<file path="src/rtl/time_parameter_pkg.sv">
// Shared types and constants for the car-security time-parameter store and its
// countdown timer.
package time_parameter_pkg;

  typedef enum logic [1:0] {
    TIMER_IDLE,
    TIMER_COUNT,
    TIMER_EXPIRE
  } timer_state_t;

  localparam int T_ARM_DELAY       = 0;
  localparam int T_DRIVER_DELAY    = 1;
  localparam int T_PASSENGER_DELAY = 2;
  localparam int T_ALARM_ON        = 3;

  localparam logic [3:0] ARM_DEFAULT       = 4'd6;
  localparam logic [3:0] DRIVER_DEFAULT    = 4'd8;
  localparam logic [3:0] PASSENGER_DEFAULT = 4'd15;
  localparam logic [3:0] ALARM_ON_DEFAULT  = 4'd10;

  // Index 0 sits in the rightmost nibble.
  localparam logic [15:0] DEFAULT_TIME_VALUES =
    {ALARM_ON_DEFAULT, PASSENGER_DEFAULT, DRIVER_DEFAULT, ARM_DEFAULT};

endpackage

</file>
<file path="src/rtl/time_parameter_bank.sv">
// Reprogrammable delay registers with edge-qualified writes, a registered readout
// and a combinational load path for the countdown timer.
module time_parameter_bank
  import time_parameter_pkg::*;
#(
  parameter int NUM_PARAMS = 4,
  parameter int VALUE_WIDTH = 4,
  parameter logic [NUM_PARAMS*VALUE_WIDTH-1:0] DEFAULT_VALUES = DEFAULT_TIME_VALUES,
  localparam int SEL_WIDTH = $clog2(NUM_PARAMS)
) (
  input  logic                   clk,
  input  logic                   rst_n,
  input  logic                   reprogram,
  input  logic [SEL_WIDTH-1:0]   sel,
  input  logic [VALUE_WIDTH-1:0] time_value,
  input  logic [SEL_WIDTH-1:0]   interval,
  output logic [VALUE_WIDTH-1:0] value,
  output logic [VALUE_WIDTH-1:0] load_value,
  output logic                   load_valid
);

  logic [VALUE_WIDTH-1:0] params [NUM_PARAMS];
  logic                   reprogram_q;
  logic                   write_en;

  // A zero delay would make the timer expire immediately, so it is never stored.
  assign write_en   = reprogram && !reprogram_q && (time_value != '0) &&
                      (32'(sel) < NUM_PARAMS);
  assign load_valid = 32'(interval) < NUM_PARAMS;
  assign load_value = load_valid ? params[interval] : '0;

  always_ff @(posedge clk or negedge rst_n) begin
    if (!rst_n) begin
      for (int i = 0; i < NUM_PARAMS; i++) begin
        params[i] <= DEFAULT_VALUES[i*VALUE_WIDTH +: VALUE_WIDTH];
      end
      reprogram_q <= 1'b0;
      value       <= '0;
    end else begin
      reprogram_q <= reprogram;
      if (write_en) begin
        params[sel] <= time_value;
      end
      value <= load_value;
    end
  end

endmodule

</file>
<file path="src/rtl/time_parameter_timer.sv">
// Time-parameter store plus 1 Hz countdown timer used by the car security FSM;
// emits a one-cycle expired pulse after the selected number of ticks.
module time_parameter_timer
  import time_parameter_pkg::*;
#(
  parameter int NUM_PARAMS = 4,
  parameter int VALUE_WIDTH = 4,
  parameter logic [NUM_PARAMS*VALUE_WIDTH-1:0] DEFAULT_VALUES = DEFAULT_TIME_VALUES,
  localparam int SEL_WIDTH = $clog2(NUM_PARAMS)
) (
  input  logic                   clock,
  input  logic                   systemReset,
  input  logic                   reprogram,
  input  logic [SEL_WIDTH-1:0]   timeParameterSelector,
  input  logic [VALUE_WIDTH-1:0] timeValue,
  input  logic [SEL_WIDTH-1:0]   interval,
  input  logic                   startTimer,
  input  logic                   oneHzEnable,
  output logic [VALUE_WIDTH-1:0] value,
  output logic [VALUE_WIDTH-1:0] remaining,
  output logic                   timerBusy,
  output logic                   expired
);

  timer_state_t           state, state_next;
  logic [VALUE_WIDTH-1:0] remaining_next;
  logic [VALUE_WIDTH-1:0] load_value;
  logic                   load_valid;
  logic                   start_ok;

  time_parameter_bank #(
    .NUM_PARAMS    (NUM_PARAMS),
    .VALUE_WIDTH   (VALUE_WIDTH),
    .DEFAULT_VALUES(DEFAULT_VALUES)
  ) u_bank (
    .clk       (clock),
    .rst_n     (systemReset),
    .reprogram (reprogram),
    .sel       (timeParameterSelector),
    .time_value(timeValue),
    .interval  (interval),
    .value     (value),
    .load_value(load_value),
    .load_valid(load_valid)
  );

  assign start_ok = startTimer && load_valid;

  // A start always wins over a coincident tick, so a retrigger restarts the full interval.
  always_comb begin
    state_next     = state;
    remaining_next = remaining;
    case (state)
      TIMER_IDLE: begin
        if (start_ok) begin
          remaining_next = load_value;
          state_next     = TIMER_COUNT;
        end
      end
      TIMER_COUNT: begin
        if (start_ok) begin
          remaining_next = load_value;
        end else if (oneHzEnable) begin
          if (remaining == VALUE_WIDTH'(1)) begin
            remaining_next = '0;
            state_next     = TIMER_EXPIRE;
          end else begin
            remaining_next = remaining - VALUE_WIDTH'(1);
          end
        end
      end
      TIMER_EXPIRE: begin
        if (start_ok) begin
          remaining_next = load_value;
          state_next     = TIMER_COUNT;
        end else begin
          state_next = TIMER_IDLE;
        end
      end
      default: begin
        state_next     = TIMER_IDLE;
        remaining_next = '0;
      end
    endcase
  end

  always_ff @(posedge clock or negedge systemReset) begin
    if (!systemReset) begin
      state     <= TIMER_IDLE;
      remaining <= '0;
    end else begin
      state     <= state_next;
      remaining <= remaining_next;
    end
  end

  assign timerBusy = (state == TIMER_COUNT);
  assign expired   = (state == TIMER_EXPIRE);

endmodule
</file>
<file path="config.mk">
export PLATFORM = sky130hd
export DESIGN_NAME = time_parameter_timer
export DESIGN_NICKNAME = d
export VERILOG_FILES = /design/src/rtl/time_parameter_pkg.sv /design/src/rtl/time_parameter_bank.sv /design/src/rtl/time_parameter_timer.sv
export SDC_FILE = /design/constraint.sdc
export NUM_CORES = 1
export LEC_CHECK = 0
export ABC_CLOCK_PERIOD_IN_PS = 2100
export BUFFER_PORTS_ARGS = -buffer_cell sky130_fd_sc_hd__buf_2
export CORE_MARGIN = 2
export CORE_UTILIZATION = 54
export DETAILED_ROUTE_END_ITERATION = 6
export GPL_TIMING_DRIVEN = 0
export MAX_ROUTING_LAYER = met4
export PLACE_DENSITY = 0.79
export SYNTH_ARGS = -nofsm -noshare
export SYNTH_HDL_FRONTEND = slang
export SYNTH_SLANG_ARGS = --single-unit
</file>
<file path="constraint.sdc">
create_clock -name clock -period 2.1 [get_ports clock]
set_input_delay 0.42 -clock clock [delete_from_list [all_inputs] [get_ports clock]]
set_output_delay 0.42 -clock clock [all_outputs]
set_load 0.03 [all_outputs]
</file>
== Word-level counts from Yosys, hierarchy flattened ==
Index checks and enable logic that the tools add are counted.
Operators by class
  $add $sub $neg: 1
  multipliers: 0
  divide/modulo/power cells: 0
  $lt $le $gt $ge: 3
  equal/unequal tests: 9
  shift operators: 0
  muxes and demuxes: 17
  bitwise gates (word level): 2
  reductions and logical operators: 9
Operator list (count)
  $mux W4: 7
  $bwmux W16: 1
  $bmux W4 S2: 1
  $demux W4 S2: 1
  $mux W2: 4
  $pmux W4 S2: 1
  $ge A3 B3 Y1 const B: 2
  $ne A2 B2 Y1 const B: 3
  $not A2 Y3: 2
  $pmux W2 S3: 1
  $eq A4 B1 Y1 const B: 1
  $ne A2 B1 Y1 const B: 2
  $reduce_and A4 Y1: 1
  $reduce_bool A4 Y1: 1
  $sub A4 B1 Y4 const B: 1
  $logic_and A1 B1 Y1: 3
  $lt A3 B1 Y1 const B: 1
  $ne A3 B3 Y1 const B: 1
  $eq A2 B1 Y1 const B: 1
  $eq A2 B2 Y1 const B: 1
  $logic_not A2 Y1: 1
  $reduce_and A2 Y1: 1
  $reduce_or A2 Y1: 1
  $logic_not A1 Y1: 1
  $mux W1: 1
Storage, ports and cells
  register bits: 27
  bits in latches: 0
  memory bits (writable): 0
  bits in read-only memories: 0
  bits of input ports: 13
  memories kept: 0

== Longest topological paths before layout ==
Gate-level depths: netlist of run 1.
  depth in word-level cells: 6
  gate-level depth with buffers: 5
  depth with buffers taken out: 5

== By module ==
A second synthesis of run 1 with hierarchy kept.
Unflattened totals
  cells, all modules: 94
  area total of the unflattened synthesis: 1266.2 sq um
By module, submodules not included
  time_parameter_bank: times used 1, cells an instance 50, area an instance 890.9 sq um
  time_parameter_timer: times used 1, cells an instance 44, area an instance 375.4 sq um

== Least setup slack after synthesis of run 1 ==
Ideal clock, no wire load.
  kind: register to register
  from: reg remaining[1]
  to: reg remaining[2]
  library setup time: 134 ps
  data arrival time: 1534 ps
  required time: 1966 ps
  setup slack: 432 ps
  stages on the path, launching flop included: 6
  path buffers: 0
  path through: dfrtp_1 > inv_1 > ha_1 > or3b_2 > a32oi_1 > o211ai_1
On the way
  longest elaborated chain between the ends: 5
  elaborated cells on any way between the ends: 6
  classes of those cells: add/sub: 1; eq/ne: 1; mux: 4
RTL lines
  start: declaration: line time_parameter_timer.sv:20  | output logic [VALUE_WIDTH-1:0] remaining,
  start signal: assignment: line time_parameter_timer.sv:93  | remaining <= remaining_next;
  $sub A4 B1 Y4 / $eq A4 B1 Y1 (equally long branches): line time_parameter_timer.sv:68, time_parameter_timer.sv:64
  $mux W4 *: line time_parameter_timer.sv:64  | if (remaining == VALUE_WIDTH'(1)) begin
  $mux W4 *: line time_parameter_timer.sv:63  | end else if (oneHzEnable) begin
  $mux W4 *: line time_parameter_timer.sv:61  | if (start_ok) begin
  $pmux W4 S2 *: line time_parameter_timer.sv:53  | case (state)
Every way passes the cells marked *; elsewhere a longest branch is shown, timed or not. The select of a mux whose other input is x is not followed.
A chain may end at the register's enable or synchronous reset.

== Final worst setup path of run 1 ==
  from: reg state[0]
  to: out timerBusy
On the way
  longest elaborated chain between the ends: 1
RTL lines
  start: declaration: line time_parameter_timer.sv:25  | timer_state_t state, state_next;
  start signal: assignment: line time_parameter_timer.sv:92  | state <= state_next;
  $eq A2 B1 Y1: line time_parameter_timer.sv:97  | assign timerBusy = (state == TIMER_COUNT);
  end: declaration: line time_parameter_timer.sv:21  | output logic timerBusy,
No other way between the ends.

==> results.yml, run 1 <==
setup_path:
  worstSetupEndpointType: "output pin"
  cpMaxStageDelayCell: "sky130_fd_sc_hd__dfrtp_1"
  cell_family_with_most_cp_delay: "buffers and inverters"
  crit_buf_inv: 3
  timing.critical_path.from_type: "flip-flop"
  max_stage_delay_ps: 360
  worstPathCellList: "clkbuf_1 -> inv_1 -> nor2_1 -> buf_2"
  required_time_of_the_critical_path_ps: 1680
  cp_max_fo: 10
  arrival_ps: 1420
  setup.worst_path.class: "reg2out"
final_layout:
  final_core_util_pct: 63.1
  stdcell_area_um2: 1520
  n_antenna_cell: 0
  post_layout_nonfiller_instances: 150
  areaGrowthSynthToFinish_pct: 12.8
  num-nets-final: 136
  layout-drive-gt1-share_pct: 46.7
logic_synthesis:
  synth_seq_area_share_pct: 50.9
  main_combinational_cell_family_by_area_after_synthesis: "multiplexers"
  synthMostInstantiatedCell: "sky130_fd_sc_hd__dfrtp_1"
  synth.largest_area_cell: "sky130_fd_sc_hd__dfrtp_1"
  synth_top_cells_by_area: "sky130_fd_sc_hd__dfrtp_1 33%, sky130_fd_sc_hd__dfstp_2 18%, sky130_fd_sc_hd__mux2_2 10%"
  synthXorXnorAreaFrac_pct: 0
  synthDistinctLibCells: 29
  synth.area.mux_share_pct: 20.0
  yosys.area.top_type_share_pct: 33.4
  netlist_top_cells_count: "18 x sky130_fd_sc_hd__dfrtp_1, 12 x sky130_fd_sc_hd__mux2_2, 9 x sky130_fd_sc_hd__dfstp_2"
  synth-seq-cells: 27
  post_synth.cell_area_avg_um2: 14.2
  yosys.area_share.simple_pct: 15.1
  synth-warning-count: 0
  synth-edff-count: 0
  netlist_area_um2: 1350
  postSynth.topFlopCell: "sky130_fd_sc_hd__dfrtp_1"
  netlist_instances: 95
  synth-async-reset-ratio_pct: 100
  synth-compound-area-share_pct: 9.28
  synth.net_count: 110
  adder_cell_area_share_of_the_yosys_netlist_pct: 1.86
clock_tree:
  clock_insertion_delay_worst_skew_ps: 320
  max-clock-path-buffers: 2
  post_cts_hold_buffer_count: 0
  path_clk_slew_ps: 150
  post_cts.repair.setup_buffers: 0
  clock_tree_from_tritoncts: "done"
  cts-resized-gates: 0
  clock_sink_count: 27
  cts_buffers: 3
  cts-root-buf: "sky130_fd_sc_hd__clkbuf_4"
  htreeDepth: 1
route:
  drt_pass1_iterations: 4
  dr.first_iter.drc_count: 6
  route.final.wire_length_um: 2380
  drt-wirelength-per-cell_um: 15.9
  final_antenna_net_count: 0
  routed_via_density: 5.87
  post-route-drc-count: 0
  vias: 880
floorplanning:
  floorplan.die.width_um: 54.0
  die-area_um2: 2910
  die_y_um: 54.0
  core_um2: 2410
  rows: 18
  initial_utilization_pct: 56.0
  io_pins: 23
timing:
  timing.final.hold_violations: 0
  grt_setup_unrepaired: "no"
  final-max-slew-violation-count: 0
  fin_setup_tns_ps: 0
  setup_viol_count_final: 0
  post_route_clock_skew_ps: 11.7
  fin_worst_hold_slack_ps: 65.6
  worst_slew_pin_slew_ps: 569
  post-route-period-util_pct: 87.7
  fmax_ghz: 0.543
  slew_headroom_pct: 62.1
  minimum_clock_period_after_layout_ps: 1840
grt:
  grt_pass1_vias: 917
  grt_start_max_net_pins: 28
  grt_first_pass_wirelength_um: 4050
  gr-usage-all-layers_pct: 20.1
  global_route.overflow_total: 0
  antenna_violations_before_repair: 0
placement:
  placed_cells: 146
  buffer_ports.inserted: 21
  detailedPlacementHpwl_um: 1830
  routabilityCongestion: 0.740
  placed_area_um2: 1490
flow_run:
  drv_cap: 0
power:
  p_per_area_nw_per_um2: 1060
  power.leakage_nw: 0.627
  vdd.ir_drop.worst_mv: 0.675
outcome:
  run_status: "completed"
worst_hold_path:
  hold_path_class: "in2async"
## layer usage
metal	vias to the layer above	part of all wire (%)	track usage, %
met5	-	0	-
met1	434	43	23.7
met3	2	4.3	3.61
met4	0	0.55	6.67
met2	30	52	34.8
li1	414	-	-
## worst register-to-register path, cell delays in order (launching register included)
cell and delay [ps]:
sky130_fd_sc_hd__dfrtp_1 450, sky130_fd_sc_hd__inv_1 90, sky130_fd_sc_hd__ha_1 160, sky130_fd_sc_hd__or3b_2 500, sky130_fd_sc_hd__a32oi_1 220, sky130_fd_sc_hd__o211ai_1 100
## state kept, by name, summed over array words and instances (netlist names)
name	cells
u_bank.params	16
remaining	4
u_bank.value	4
state	2
u_bank.reprogram_q	1
## metrics by stage
stage                     total power, mW  setup slack, ps
final                                1.61              258
after global routing                 1.72              102
after CTS                            1.62              250
after detailed placement             1.40              261
after global placement               1.37              278
after floorplan                      1.22              432
## placed cells by master, fill, tap and decap left out
cell / n
sky130_fd_sc_hd__buf_2: 21
sky130_fd_sc_hd__dfrtp_1: 18
sky130_fd_sc_hd__mux2_2: 12
sky130_fd_sc_hd__dfstp_2: 9
sky130_fd_sc_hd__inv_1: 7
sky130_fd_sc_hd__mux4_2: 4
sky130_fd_sc_hd__a32oi_1: 4
sky130_fd_sc_hd__mux2_1: 4
sky130_fd_sc_hd__clkbuf_1: 3
sky130_fd_sc_hd__nor2b_1: 3
sky130_fd_sc_hd__nand2_1: 3
sky130_fd_sc_hd__a21oi_1: 3
sky130_fd_sc_hd__clkbuf_4: 3
sky130_fd_sc_hd__nor4_4: 2
sky130_fd_sc_hd__o21ai_0: 2
sky130_fd_sc_hd__o2111ai_1: 2
sky130_fd_sc_hd__o211ai_1: 2
sky130_fd_sc_hd__nor4b_4: 2
sky130_fd_sc_hd__nor4_1: 2
sky130_fd_sc_hd__ha_1: 2
sky130_fd_sc_hd__nor2_1: 1
sky130_fd_sc_hd__nand2b_1: 1
sky130_fd_sc_hd__or3b_2: 1
sky130_fd_sc_hd__nor3b_1: 1
sky130_fd_sc_hd__o21a_1: 1
sky130_fd_sc_hd__a21boi_0: 1
sky130_fd_sc_hd__a311o_1: 1
sky130_fd_sc_hd__a22oi_1: 1
sky130_fd_sc_hd__nand4bb_1: 1
sky130_fd_sc_hd__nand4bb_4: 1
sky130_fd_sc_hd__or3_1: 1
sky130_fd_sc_hd__clkinvlp_4: 1
## layout make-up
type / count / area (um^2)
Fill cell: 187 / 888
Sequential cell: 27 / 687
Multi-Input combinational cell: 58 / 624
Timing Repair Buffer: 21 / 105
Tap cell: 30 / 37.5
Inverter: 7 / 26.3
Clock buffer: 3 / 22.5
Buffer: 3 / 11.3
Clock inverter: 1 / 7.51
## where the power goes
group / total, mW / internal, mW / leakage (nW) / switching, mW
combinational: 0.606 / 0.250 / 0.302 / 0.356
clock: 0.223 / 0.0728 / 0.0139 / 0.150
sequential: 0.777 / 0.685 / 0.311 / 0.0918
total: 1.61 / 1.01 / 0.627 / 0.598
## worst paths after layout
check,slack [ps],cells after the start,startpoint,to
min in group clock,220,1,reprogram,u_bank.reprogram_q$_DFF_PN0_
max in group asynchronous,1650,1,systemReset,u_bank.params[11]$_DFFE_PN1P_
worst min register to register,500,1,u_bank.params[0]$_DFFE_PN0P_,u_bank.params[0]$_DFFE_PN0P_
worst max register to register,450,5,remaining[1]$_DFFE_PN0P_,remaining[2]$_DFFE_PN0P_
worst min-delay path,70,1,systemReset,u_bank.params[15]$_DFFE_PN0P_
worst max-delay path,260,4,state[0]$_DFFE_PN0P_,timerBusy
## kinds of logic after synthesis
logic type | count (synthesis)
compound gates | 17
mux | 20
simple gates | 19
fa+ha+maj | 2
flops | 27
buf+inv | 10
Note: power is estimated with default switching activity, not from simulation.
==> run 2, diff against run 1 <==
--- a/config.mk
+++ b/config.mk
@@ -8,11 +8,12 @@
 export ABC_CLOCK_PERIOD_IN_PS = 2100
 export BUFFER_PORTS_ARGS = -buffer_cell sky130_fd_sc_hd__buf_2
 export CORE_MARGIN = 2
-export CORE_UTILIZATION = 54
+export CORE_UTILIZATION = 57
+export CTS_BUF_LIST = sky130_fd_sc_hd__clkbuf_8
 export DETAILED_ROUTE_END_ITERATION = 6
 export GPL_TIMING_DRIVEN = 0
 export MAX_ROUTING_LAYER = met4
-export PLACE_DENSITY = 0.79
+export PLACE_DENSITY = 0.83
 export SYNTH_ARGS = -nofsm -noshare
 export SYNTH_HDL_FRONTEND = slang
 export SYNTH_SLANG_ARGS = --single-unit
==> run 2 against run 1 <==
Effect of this change:
- setup slack improved by 46 ps
- count of clock-buffer cells in the layout did not move
- clock power rose by 32%
- worst hold slack improved by 66 ps
- combinational power rose by 0.8%
- highest routed layer unchanged
- critical path type unchanged
- critical path depth did not move
- core utilization rose by 5.7 points
- register-to-register slack barely moved
- largest cell class unchanged
==> results.yml, run 2 (synthesis results as in run 1) <==
outcome:
  run_status: "completed"
clock_tree:
  path_clk_slew_ps: 90
  max-clock-path-buffers: 2
  post_cts_hold_buffer_count: 0
  post_cts.repair.setup_buffers: 0
  cts_buffers: 3
  clock_sink_count: 27
  cts-resized-gates: 0
  clock_tree_from_tritoncts: "done"
  cts-root-buf: "sky130_fd_sc_hd__clkbuf_8"
  htreeDepth: 1
  clock_insertion_delay_worst_skew_ps: 270
timing:
  worst_slew_pin_slew_ps: 568
  fin_setup_tns_ps: 0
  post-route-period-util_pct: 85.5
  timing.final.hold_violations: 0
  final-max-slew-violation-count: 0
  fmax_ghz: 0.557
  setup_viol_count_final: 0
  grt_setup_unrepaired: "no"
  slew_headroom_pct: 62.0
  post_route_clock_skew_ps: 2.71
  minimum_clock_period_after_layout_ps: 1800
setup_path:
  ff2ff_path_depth: 5
  cp_max_fo: 10
  arrival_ps: 1380
  required_time_of_the_critical_path_ps: 1680
  crit_buf_inv: 3
  max_stage_delay_ps: 360
  reg2reg_setup_slack_ps: 450
  setup.worst_path.class: "reg2out"
  reg2reg_from: "remaining[1]$_DFFE_PN0P_"
  r2r_end: "remaining[2]$_DFFE_PN0P_"
  worstSetupEndpointType: "output pin"
  cell_family_with_most_cp_delay: "buffers and inverters"
  worstPathCellList: "clkbuf_1 -> inv_1 -> nor2_1 -> buf_2"
  cpMaxStageDelayCell: "sky130_fd_sc_hd__dfrtp_1"
  timing.critical_path.from_type: "flip-flop"
final_layout:
  num-nets-final: 136
  layout-drive-gt1-share_pct: 46.7
  largest_register_ffs: 16
  layout_commonest_cell: "sky130_fd_sc_hd__buf_2"
  stdcell_area_um2: 1540
  multi_input_comb_area_um2: 624
  areaGrowthSynthToFinish_pct: 14.0
  top_regs: "u_bank.params: 16 flops, remaining: 4 flops, u_bank.value: 4 flops"
  top_register: "u_bank.params"
  layout_common_cells: "21 x sky130_fd_sc_hd__buf_2, 18 x sky130_fd_sc_hd__dfrtp_1, 12 x sky130_fd_sc_hd__mux2_2"
  layout.filler_cells: 170
  layout.area.seq_um2: 687
  n_antenna_cell: 0
power:
  power.switching_fraction_pct: 36.4
  power_frac_seq_pct: 46.2
  switchingPower_mw: 0.613
  p_per_area_nw_per_um2: 1100
  vdd.ir_drop.worst_mv: 0.598
  post-layout-total-power_mw: 1.68
  share_of_total_power_in_combinational_logic_pct: 36.3
  power.leakage_nw: 0.634
  pwr-share-clk_pct: 17.5
  intPower_mw: 1.07
route:
  post-route-drc-count: 0
  drt_pass1_iterations: 6
  met2RoutedLength_um: 1240
  topRoutingLayerUsed: "met4"
  dr.first_iter.drc_count: 9
  routed_via_density: 6.00
  drt-wirelength-per-cell_um: 15.9
  route.final.wire_length_um: 2350
  vias: 888
  met3WireLength_um: 94
  met1Wirelength_um: 1010
  final_antenna_net_count: 0
grt:
  gr-usage-all-layers_pct: 21.1
  antenna_violations_before_repair: 0
  grt_start_max_net_pins: 28
  grt_pass1_vias: 933
  grt_first_pass_wirelength_um: 4100
  global_route.overflow_total: 0
placement:
  detailedPlacementHpwl_um: 1850
  placed_area_um2: 1490
  routabilityCongestion: 0.769
  buffer_ports.inserted: 21
floorplanning:
  floorplan.die.width_um: 52.6
  die_y_um: 52.6
  rows: 17
  die-area_um2: 2770
  io_pins: 23
  core_um2: 2230
  initial_utilization_pct: 60.4
worst_hold_path:
  hold_path_class: "in2async"
flow_run:
  drv_cap: 0
## run 2: cell counts in the layout (fill, tap and decap cells not counted)
No cell type changed its count.
## run 2: metal layers
metal / vias up / global-route usage, %
li1: 414 / -
met1: 449 / 24.4
met2: 23 / 37.1
met3: 2 / 3.43
met4: 0 / 7.26
met5: - / -
## run 2: per-stage QoR
stage          util (%)  worst slack (ps)  hold WS, ps  std cells
2_1_floorplan         -               432          124         95
3_3_place_gp       66.7               295          447        144
3_5_place_dp       66.7               256          449        144
4_1_cts            68.9               288          146        148
5_1_grt            68.9               210          186        148
6_report           68.9               304          132        148
## run 2: final cells by class
cell class	count	area share, %
Sequential cell	27	44.7
Multi-Input combinational cell	58	40.6
Timing Repair Buffer	21	6.83
Clock buffer	3	2.69
Tap cell	28	2.28
Inverter	7	1.71
Buffer	3	0.732
Clock inverter	1	0.488
## run 2: power by group through the flow
stage	combinational [mW]	sequential (mW)	clock, mW
after floorplan	0.337	0.878	0
after global placement	0.590	0.775	0
after detailed placement	0.616	0.792	0
after CTS	0.618	0.780	0.310
after global routing	0.677	0.796	0.323
final	0.611	0.778	0.295
## run 2: worst max-delay path by stage
stage | depth (start not counted) | slack (ps) | startpoint | to
5_1_grt | 4 | 210 | state[0]$_DFFE_PN0P_ | timerBusy
2_1_floorplan | 5 | 430 | remaining[1]$_DFFE_PN0P_ | remaining[2]$_DFFE_PN0P_
3_5_place_dp | 4 | 260 | timeValue[1] | u_bank.params[2]$_DFFE_PN0P_
4_1_cts | 4 | 290 | state[0]$_DFFE_PN0P_ | timerBusy
3_3_place_gp | 4 | 290 | timeValue[1] | u_bank.params[2]$_DFFE_PN0P_
6_report | 4 | 300 | state[0]$_DFFE_PN0P_ | timerBusy
